[src/rtl/mem_arbiter_pkg.sv]
// Shared types and constants for the shared-memory-bus arbiter.
// Holds the FSM state encoding, the arbitration mode codes and the strobe-width helper.
package mem_arbiter_pkg;

  typedef enum logic [1:0] {
    IDLE = 2'd0,
    BUSY = 2'd1,
    DONE = 2'd2
  } state_t;

  localparam int ARB_FIXED       = 0;
  localparam int ARB_ROUND_ROBIN = 1;

  function automatic int strb_width(input int data_width);
    return data_width / 8;
  endfunction

endpackage

[src/rtl/mem_arbiter_picker.sv]
// Combinational winner selection for the arbiter.
// Produces the winner as both a one-hot vector and an index, plus an any-request flag.
module arb_picker
  import mem_arbiter_pkg::*;
#(
  parameter int NUM_PORTS = 2,
  parameter int PTR_W     = 1
) (
  input  logic [NUM_PORTS-1:0] req,
  input  logic [PTR_W-1:0]     ptr,
  input  logic                 mode,
  output logic [NUM_PORTS-1:0] grant,
  output logic [PTR_W-1:0]     grant_idx,
  output logic                 any_req
);

  int   cand_s;
  logic found_s;

  // Scan from index 0 (fixed) or from the slot after ptr (round-robin); first set bit wins.
  always_comb begin
    grant     = '0;
    grant_idx = '0;
    found_s   = 1'b0;
    cand_s    = 0;
    for (int k = 0; k < NUM_PORTS; k++) begin
      if (mode) begin
        cand_s = (int'(ptr) + 1 + k) % NUM_PORTS;
      end else begin
        cand_s = k;
      end
      if (!found_s && req[cand_s]) begin
        found_s   = 1'b1;
        grant_idx = PTR_W'(cand_s);
      end else begin
        found_s = found_s;
      end
    end
    if (found_s) begin
      grant = {{(NUM_PORTS-1){1'b0}}, 1'b1} << grant_idx;
    end else begin
      grant = '0;
    end
  end

  assign any_req = |req;

endmodule

[src/rtl/mem_arbiter.sv]
// N-port arbiter for the single shared memory bus; one transaction in flight at a time.
// Latches the winning request, drives the bus, returns a one-cycle completion pulse.
module mem_arbiter
  import mem_arbiter_pkg::*;
#(
  parameter int NUM_PORTS  = 2,
  parameter int ADDR_WIDTH = 32,
  parameter int DATA_WIDTH = 32,
  parameter int ARB_MODE   = 0,
  parameter int TIMEOUT    = 0
) (
  input  logic                                        clk,
  input  logic                                        reset,
  input  logic [NUM_PORTS-1:0]                        req_ready,
  input  logic [NUM_PORTS*ADDR_WIDTH-1:0]             req_addr,
  input  logic [NUM_PORTS*DATA_WIDTH-1:0]             req_wdata,
  input  logic [NUM_PORTS*strb_width(DATA_WIDTH)-1:0] req_wstrb,
  input  logic [NUM_PORTS-1:0]                        req_instr,
  output logic [NUM_PORTS-1:0]                        req_valid,
  output logic                                        req_err,
  output logic [DATA_WIDTH-1:0]                       req_rdata,
  output logic                                        mem_ready,
  input  logic                                        mem_valid,
  output logic [ADDR_WIDTH-1:0]                       mem_addr,
  output logic [DATA_WIDTH-1:0]                       mem_wdata,
  output logic [strb_width(DATA_WIDTH)-1:0]           mem_wstrb,
  output logic                                        mem_instr,
  input  logic [DATA_WIDTH-1:0]                       mem_rdata
);

  localparam int STRB_W = strb_width(DATA_WIDTH);
  localparam int PTR_W  = $clog2(NUM_PORTS);
  localparam int CNT_W  = (TIMEOUT > 1) ? $clog2(TIMEOUT) : 1;
  localparam logic [CNT_W-1:0] CNT_MAX = CNT_W'((TIMEOUT > 0) ? (TIMEOUT - 1) : 0);
  localparam logic [PTR_W-1:0] PTR_RST = PTR_W'(NUM_PORTS - 1);

  state_t                 state_r, state_nxt_s;
  logic                   mem_ready_r, mem_ready_nxt_s;
  logic [ADDR_WIDTH-1:0]  mem_addr_r, mem_addr_nxt_s;
  logic [DATA_WIDTH-1:0]  mem_wdata_r, mem_wdata_nxt_s;
  logic [STRB_W-1:0]      mem_wstrb_r, mem_wstrb_nxt_s;
  logic                   mem_instr_r, mem_instr_nxt_s;
  logic [PTR_W-1:0]       grant_idx_r, grant_idx_nxt_s;
  logic [NUM_PORTS-1:0]   grant_oh_r, grant_oh_nxt_s;
  logic [PTR_W-1:0]       ptr_r, ptr_nxt_s;
  logic [CNT_W-1:0]       wd_cnt_r, wd_cnt_nxt_s;
  logic [NUM_PORTS-1:0]   req_valid_r, req_valid_nxt_s;
  logic                   req_err_r, req_err_nxt_s;
  logic [DATA_WIDTH-1:0]  req_rdata_r, req_rdata_nxt_s;

  logic [NUM_PORTS-1:0]   pick_grant_s;
  logic [PTR_W-1:0]       pick_idx_s;
  logic                   pick_any_s;

  arb_picker #(
    .NUM_PORTS (NUM_PORTS),
    .PTR_W     (PTR_W)
  ) u_picker (
    .req       (req_ready),
    .ptr       (ptr_r),
    .mode      (ARB_MODE == ARB_ROUND_ROBIN),
    .grant     (pick_grant_s),
    .grant_idx (pick_idx_s),
    .any_req   (pick_any_s)
  );

  // Next-state and next-output logic; every output is registered below.
  always_comb begin
    state_nxt_s     = state_r;
    mem_ready_nxt_s = mem_ready_r;
    mem_addr_nxt_s  = mem_addr_r;
    mem_wdata_nxt_s = mem_wdata_r;
    mem_wstrb_nxt_s = mem_wstrb_r;
    mem_instr_nxt_s = mem_instr_r;
    grant_idx_nxt_s = grant_idx_r;
    grant_oh_nxt_s  = grant_oh_r;
    ptr_nxt_s       = ptr_r;
    wd_cnt_nxt_s    = wd_cnt_r;
    req_valid_nxt_s = '0;
    req_err_nxt_s   = 1'b0;
    req_rdata_nxt_s = req_rdata_r;
    case (state_r)
      IDLE: begin
        if (pick_any_s) begin
          mem_addr_nxt_s  = req_addr[pick_idx_s*ADDR_WIDTH +: ADDR_WIDTH];
          mem_wdata_nxt_s = req_wdata[pick_idx_s*DATA_WIDTH +: DATA_WIDTH];
          mem_wstrb_nxt_s = req_wstrb[pick_idx_s*STRB_W +: STRB_W];
          mem_instr_nxt_s = req_instr[pick_idx_s];
          mem_ready_nxt_s = 1'b1;
          grant_idx_nxt_s = pick_idx_s;
          grant_oh_nxt_s  = pick_grant_s;
          wd_cnt_nxt_s    = '0;
          state_nxt_s     = BUSY;
        end else begin
          state_nxt_s = IDLE;
        end
      end
      BUSY: begin
        // A completion in the same cycle as the watchdog expiry takes precedence.
        if (mem_valid) begin
          req_rdata_nxt_s = mem_rdata;
          req_valid_nxt_s = grant_oh_r;
          mem_ready_nxt_s = 1'b0;
          ptr_nxt_s       = grant_idx_r;
          wd_cnt_nxt_s    = '0;
          state_nxt_s     = DONE;
        end else if ((TIMEOUT > 0) && (wd_cnt_r == CNT_MAX)) begin
          req_rdata_nxt_s = '0;
          req_valid_nxt_s = grant_oh_r;
          req_err_nxt_s   = 1'b1;
          mem_ready_nxt_s = 1'b0;
          wd_cnt_nxt_s    = '0;
          state_nxt_s     = DONE;
        end else begin
          wd_cnt_nxt_s = wd_cnt_r + {{(CNT_W-1){1'b0}}, 1'b1};
          state_nxt_s  = BUSY;
        end
      end
      DONE: begin
        state_nxt_s = IDLE;
      end
      default: begin
        state_nxt_s     = IDLE;
        mem_ready_nxt_s = 1'b0;
      end
    endcase
  end

  // State and output registers with synchronous reset.
  always_ff @(posedge clk) begin
    if (reset) begin
      state_r     <= IDLE;
      mem_ready_r <= 1'b0;
      mem_addr_r  <= '0;
      mem_wdata_r <= '0;
      mem_wstrb_r <= '0;
      mem_instr_r <= 1'b0;
      grant_idx_r <= '0;
      grant_oh_r  <= '0;
      ptr_r       <= PTR_RST;
      wd_cnt_r    <= '0;
      req_valid_r <= '0;
      req_err_r   <= 1'b0;
      req_rdata_r <= '0;
    end else begin
      state_r     <= state_nxt_s;
      mem_ready_r <= mem_ready_nxt_s;
      mem_addr_r  <= mem_addr_nxt_s;
      mem_wdata_r <= mem_wdata_nxt_s;
      mem_wstrb_r <= mem_wstrb_nxt_s;
      mem_instr_r <= mem_instr_nxt_s;
      grant_idx_r <= grant_idx_nxt_s;
      grant_oh_r  <= grant_oh_nxt_s;
      ptr_r       <= ptr_nxt_s;
      wd_cnt_r    <= wd_cnt_nxt_s;
      req_valid_r <= req_valid_nxt_s;
      req_err_r   <= req_err_nxt_s;
      req_rdata_r <= req_rdata_nxt_s;
    end
  end

  assign mem_ready = mem_ready_r;
  assign mem_addr  = mem_addr_r;
  assign mem_wdata = mem_wdata_r;
  assign mem_wstrb = mem_wstrb_r;
  assign mem_instr = mem_instr_r;
  assign req_valid = req_valid_r;
  assign req_err   = req_err_r;
  assign req_rdata = req_rdata_r;

endmodule

[config.mk]
export PLATFORM = sky130hd
export DESIGN_NAME = mem_arbiter
export DESIGN_NICKNAME = d
export VERILOG_FILES = /design/src/rtl/mem_arbiter_pkg.sv /design/src/rtl/mem_arbiter_picker.sv /design/src/rtl/mem_arbiter.sv
export SDC_FILE = /design/constraint.sdc
export NUM_CORES = 1
export LEC_CHECK = 0
export CORE_MARGIN = 2
export CORE_UTILIZATION = 38
export DETAILED_ROUTE_END_ITERATION = 8
export GPL_TIMING_DRIVEN = 0
export MAX_ROUTING_LAYER = met4
export PLACE_DENSITY = 0.92
export SYNTH_ARGS = -nofsm -noshare
export SYNTH_HDL_FRONTEND = slang
export SYNTH_SLANG_ARGS = --single-unit
[constraint.sdc]
create_clock -name clk -period 1.51 [get_ports clk]
set_input_delay 0.151 -clock clk [delete_from_list [all_inputs] [get_ports clk]]
set_output_delay 0.151 -clock clk [all_outputs]
set_load 0.005 [all_outputs]
==> impl_results.md <==
* Max transition margin at about 65%
* Vias in the first global route at 4854
* Core ar. at 12060 sq um
* Area grow syn2layout at 69.41%
* Reg area at about 2200 sq um
* Area of the multi-input gates at roughly 1900 sq um
* Synth Instances at roughly 540
* F_max at just over 700 MHz
* Setup crit end: mem_wdata[2]
* Sw Ratio at between 20% and 30%
* All-Layer GR Usage at ~24%
* Crit-path cells: clkdlybuf4s50_1
* Tmin final at between 1 and 1.5 ns
* Setup violations, final at 0
* Hold_ws at 0.2261 ns
* Crit end category: output pin
* Pin count of the biggest net entering global routing at 19
* Final #Nets at 1000
* Number of setup buffers added after CTS at 0
* Final ANT Viol Nets at 0
* Initial core utilization at 39.14%
* CTS tree: yes
* Pwr Total at 7.659 mW
* CTS Sinks at 108
* Die width at ~120 microns
* CTS Root Cell: clkbuf_16
* Hold WC Path Type: in -> reg
* First-pass GRT wire length at between 20000 and 25000 microns
* Seq cells post-synth at 108
* Worst EP required at roughly 1.4 ns
* Final worst slack at ~0.13 ns
* R2r worst-path depth at 4
* Maximum clock path buffer count at 2
* Synth Warn # at 0
* Total Routed Length at 16340 microns
* Pwr dens at around 960 nW/um^2
* Pre-CTS WS at -0.1789 ns
* Finished Layout Cells at roughly 1000
* Post-Syn Area at between 4000 and 5000 sq um
* R2R setup slack at ~0.22 ns
* Total number of vias at just over 5000
* Final core occ at about two thirds
* Worst path arrival time at approximately 1.2 ns
* Seq/Total Area, Yosys at 45.80%
* Hold Fails Final Rpt at 0
* Remaining DRCs at 0
* H-tree depth at 3
* # fillers at between 900 and 1000
* Initial DRC count at around 390
* Crit path kind: reg -> out
* Status: finished, final reports clean
* # IOs at 280
* Critical path startpoint category: register
* Max-slew violation count at 0
* Levels on crit path at 1
* DRT Pass-1 Iters at 4
* Clock Skews at roughly 0.011 ns
* Post-Place Cells at between 900 and 1000
* Initial antenna violation count at 1
* CP startpoint: mem_wdata[2]
* GPL Wtd Cong at 0.8298
* LEAKAGE at 2.960 nW
* Slowest cell on the critical path: clkdlybuf4s50_1
* Cell Rows at 40
* Critical R2R Launch: state_r[1]
* Die area at about 13000 sq um
* Pint at ~5.6 mW
* CP max FO at 2
* Wire per inst at 16.35 microns
* CTS Buf Count at 9
* Cell variety after synth at 26
* Reg clk slew, reported paths at ~0.080 ns
* Clock share of power at 31.2%
* FF-to-FF End: mem_addr[18]
* Cts hold-fix bufs at 0
* Crit path max-delay family: buffers and inverters
* Period utilization at 91.46%
* RSZ-0062 raised after global routing: false
* Via-per-instance ratio at ~5.1
* Max-Cap Viols at 0
* Avg Cell Area, Syn at between 8 and 9 sq um
* WP buf/inv at 1
* Global route total overflow at 0
* Peak supply drop at roughly 550 uV
* Die height at 115.5 microns
* DP HPWL at ~12000 microns
* Slew @ Worst Pin at 0.5322 ns
* Clock Latency Late Sink at ~0.34 ns
* Synthesized Nets at between 700 and 800
* Input/output buffers at between 200 and 300
* Combinational power share at a little over a quarter
* Register share of total power at between 40 and 50%
* CP peak stage delay at 0.53 ns
* Psw at ~2 mW
* Share of cells above drive strength 1 at 7.711%
* Resize count post-CTS at 0
[power groups by stage]
stage / logic, mW / clock network (mW) / registers [mW]
6_report: 2.00 / 2.39 / 3.27
5_1_grt: 2.17 / 2.54 / 3.29
4_1_cts: 2.02 / 2.42 / 3.27
3_5_place_dp: 2.00 / 0 / 3.33
3_3_place_gp: 1.98 / 0 / 3.32
2_1_floorplan: 0.777 / 0 / 3.34
[registers in the layout, indices dropped and copies added (netlist names)]
name,count
grant_oh_r,2
mem_ready,1
mem_instr,1
req_valid,2
state_r,2
mem_addr,32
mem_wstrb,4
mem_wdata,32
req_rdata,32
[layout make-up]
| class | instances | share of cell area, % |
|---|---|---|
| repair buffers | 276 | 34.54 |
| multi-input cells | 303 | 23.76 |
| plain buffers | 56 | 4.881 |
| flip-flops and latches | 108 | 27.03 |
| inverters | 71 | 3.348 |
| clock buffers | 10 | 2.863 |
| diodes | 1 | 0.03129 |
| well taps | 168 | 2.628 |
| clock inverters | 6 | 0.9074 |
[how the worst min path moves through the flow]
stage,from,endpoint,slack [ns],depth (start not counted)
after floorplan,mem_rdata[0],req_rdata[0],0.29,2
after global placement,grant_oh_r[0],req_valid[0],0.43,1
after detailed placement,grant_oh_r[0],req_valid[0],0.44,1
after CTS,req_ready[1],mem_addr[8],0.22,3
after global routing,req_ready[1],mem_addr[8],0.25,3
final,req_ready[1],mem_addr[8],0.23,3
[placed cells by master (no fill, tap or decap), types with 2 or more instances in the layout]
cell,synthesis,layout
clkdlybuf4s50_1,0,276
dfxtp_1,108,108
inv_1,70,70
a221oi_1,67,67
nand2_1,65,65
nor2_1,52,52
o2bb2ai_1,51,51
a21oi_1,34,34
buf_6,18,18
buf_2,18,18
o22ai_1,18,18
clkbuf_1,13,14
clkbuf_16,0,9
buf_4,6,6
a211oi_1,3,3
clkinv_4,0,3
a221oi_2,2,2
and2_1,2,2
[worst register-to-register path, stage by stage (launching register included)]
cell and delay (ns):
dfxtp_1 0.36, nor2_4 0.16, o21ai_4 0.15, buf_6 0.18, a221oi_1 0.33
[cells in the mapped netlist]
cell type | n | share of area [%]
a211oi_1 | 3 | 0.48
a21bo_2 | 1 | 0.21
a21oi_1 | 34 | 3.6
a221oi_1 | 67 | 12
a221oi_2 | 2 | 0.64
and2_1 | 2 | 0.26
and3b_1 | 1 | 0.19
buf_1 | 1 | 0.079
buf_2 | 18 | 1.9
buf_4 | 6 | 0.95
buf_6 | 18 | 4.3
clkbuf_1 | 13 | 1.0
clkinv_2 | 1 | 0.11
conb_1 | 1 | 0.079
dfxtp_1 | 108 | 46
inv_1 | 70 | 5.6
nand2_1 | 65 | 5.2
nand2b_1 | 1 | 0.13
nand2b_2 | 1 | 0.19
nand3b_1 | 1 | 0.16
nor2_1 | 52 | 4.1
nor2_4 | 1 | 0.24
o21a_1 | 1 | 0.16
o21ai_4 | 1 | 0.34
o22ai_1 | 18 | 2.4
o2bb2ai_1 | 51 | 9.5
[layer usage]
layer	track usage, %	vias up	wire [microns]
li1	-	2476	-
met1	30.17	2345	6848
met2	40.27	221	8023
met3	4.393	30	1133
met4	7.470	0	331
met5	-	-	0
[kinds of logic (layout without fill, tap and decap cells)]
family	count (synthesis)	in the layout	synth area share, %
compound gates	178	178	29.71
buf+inv	127	419	13.94
flops	108	108	45.80
other cells	1	2	0.07944
simple gates	124	124	10.47
[metrics by stage]
step                      area (sq um)  setup TNS [ns]
after detailed placement          7694          -8.391
after floorplan                   4721               0
after global placement            7694          -8.935
final                             7998               0
after global routing              7998               0
after CTS                         7995               0
No activity file was read; power rests on OpenSTA's default activity.
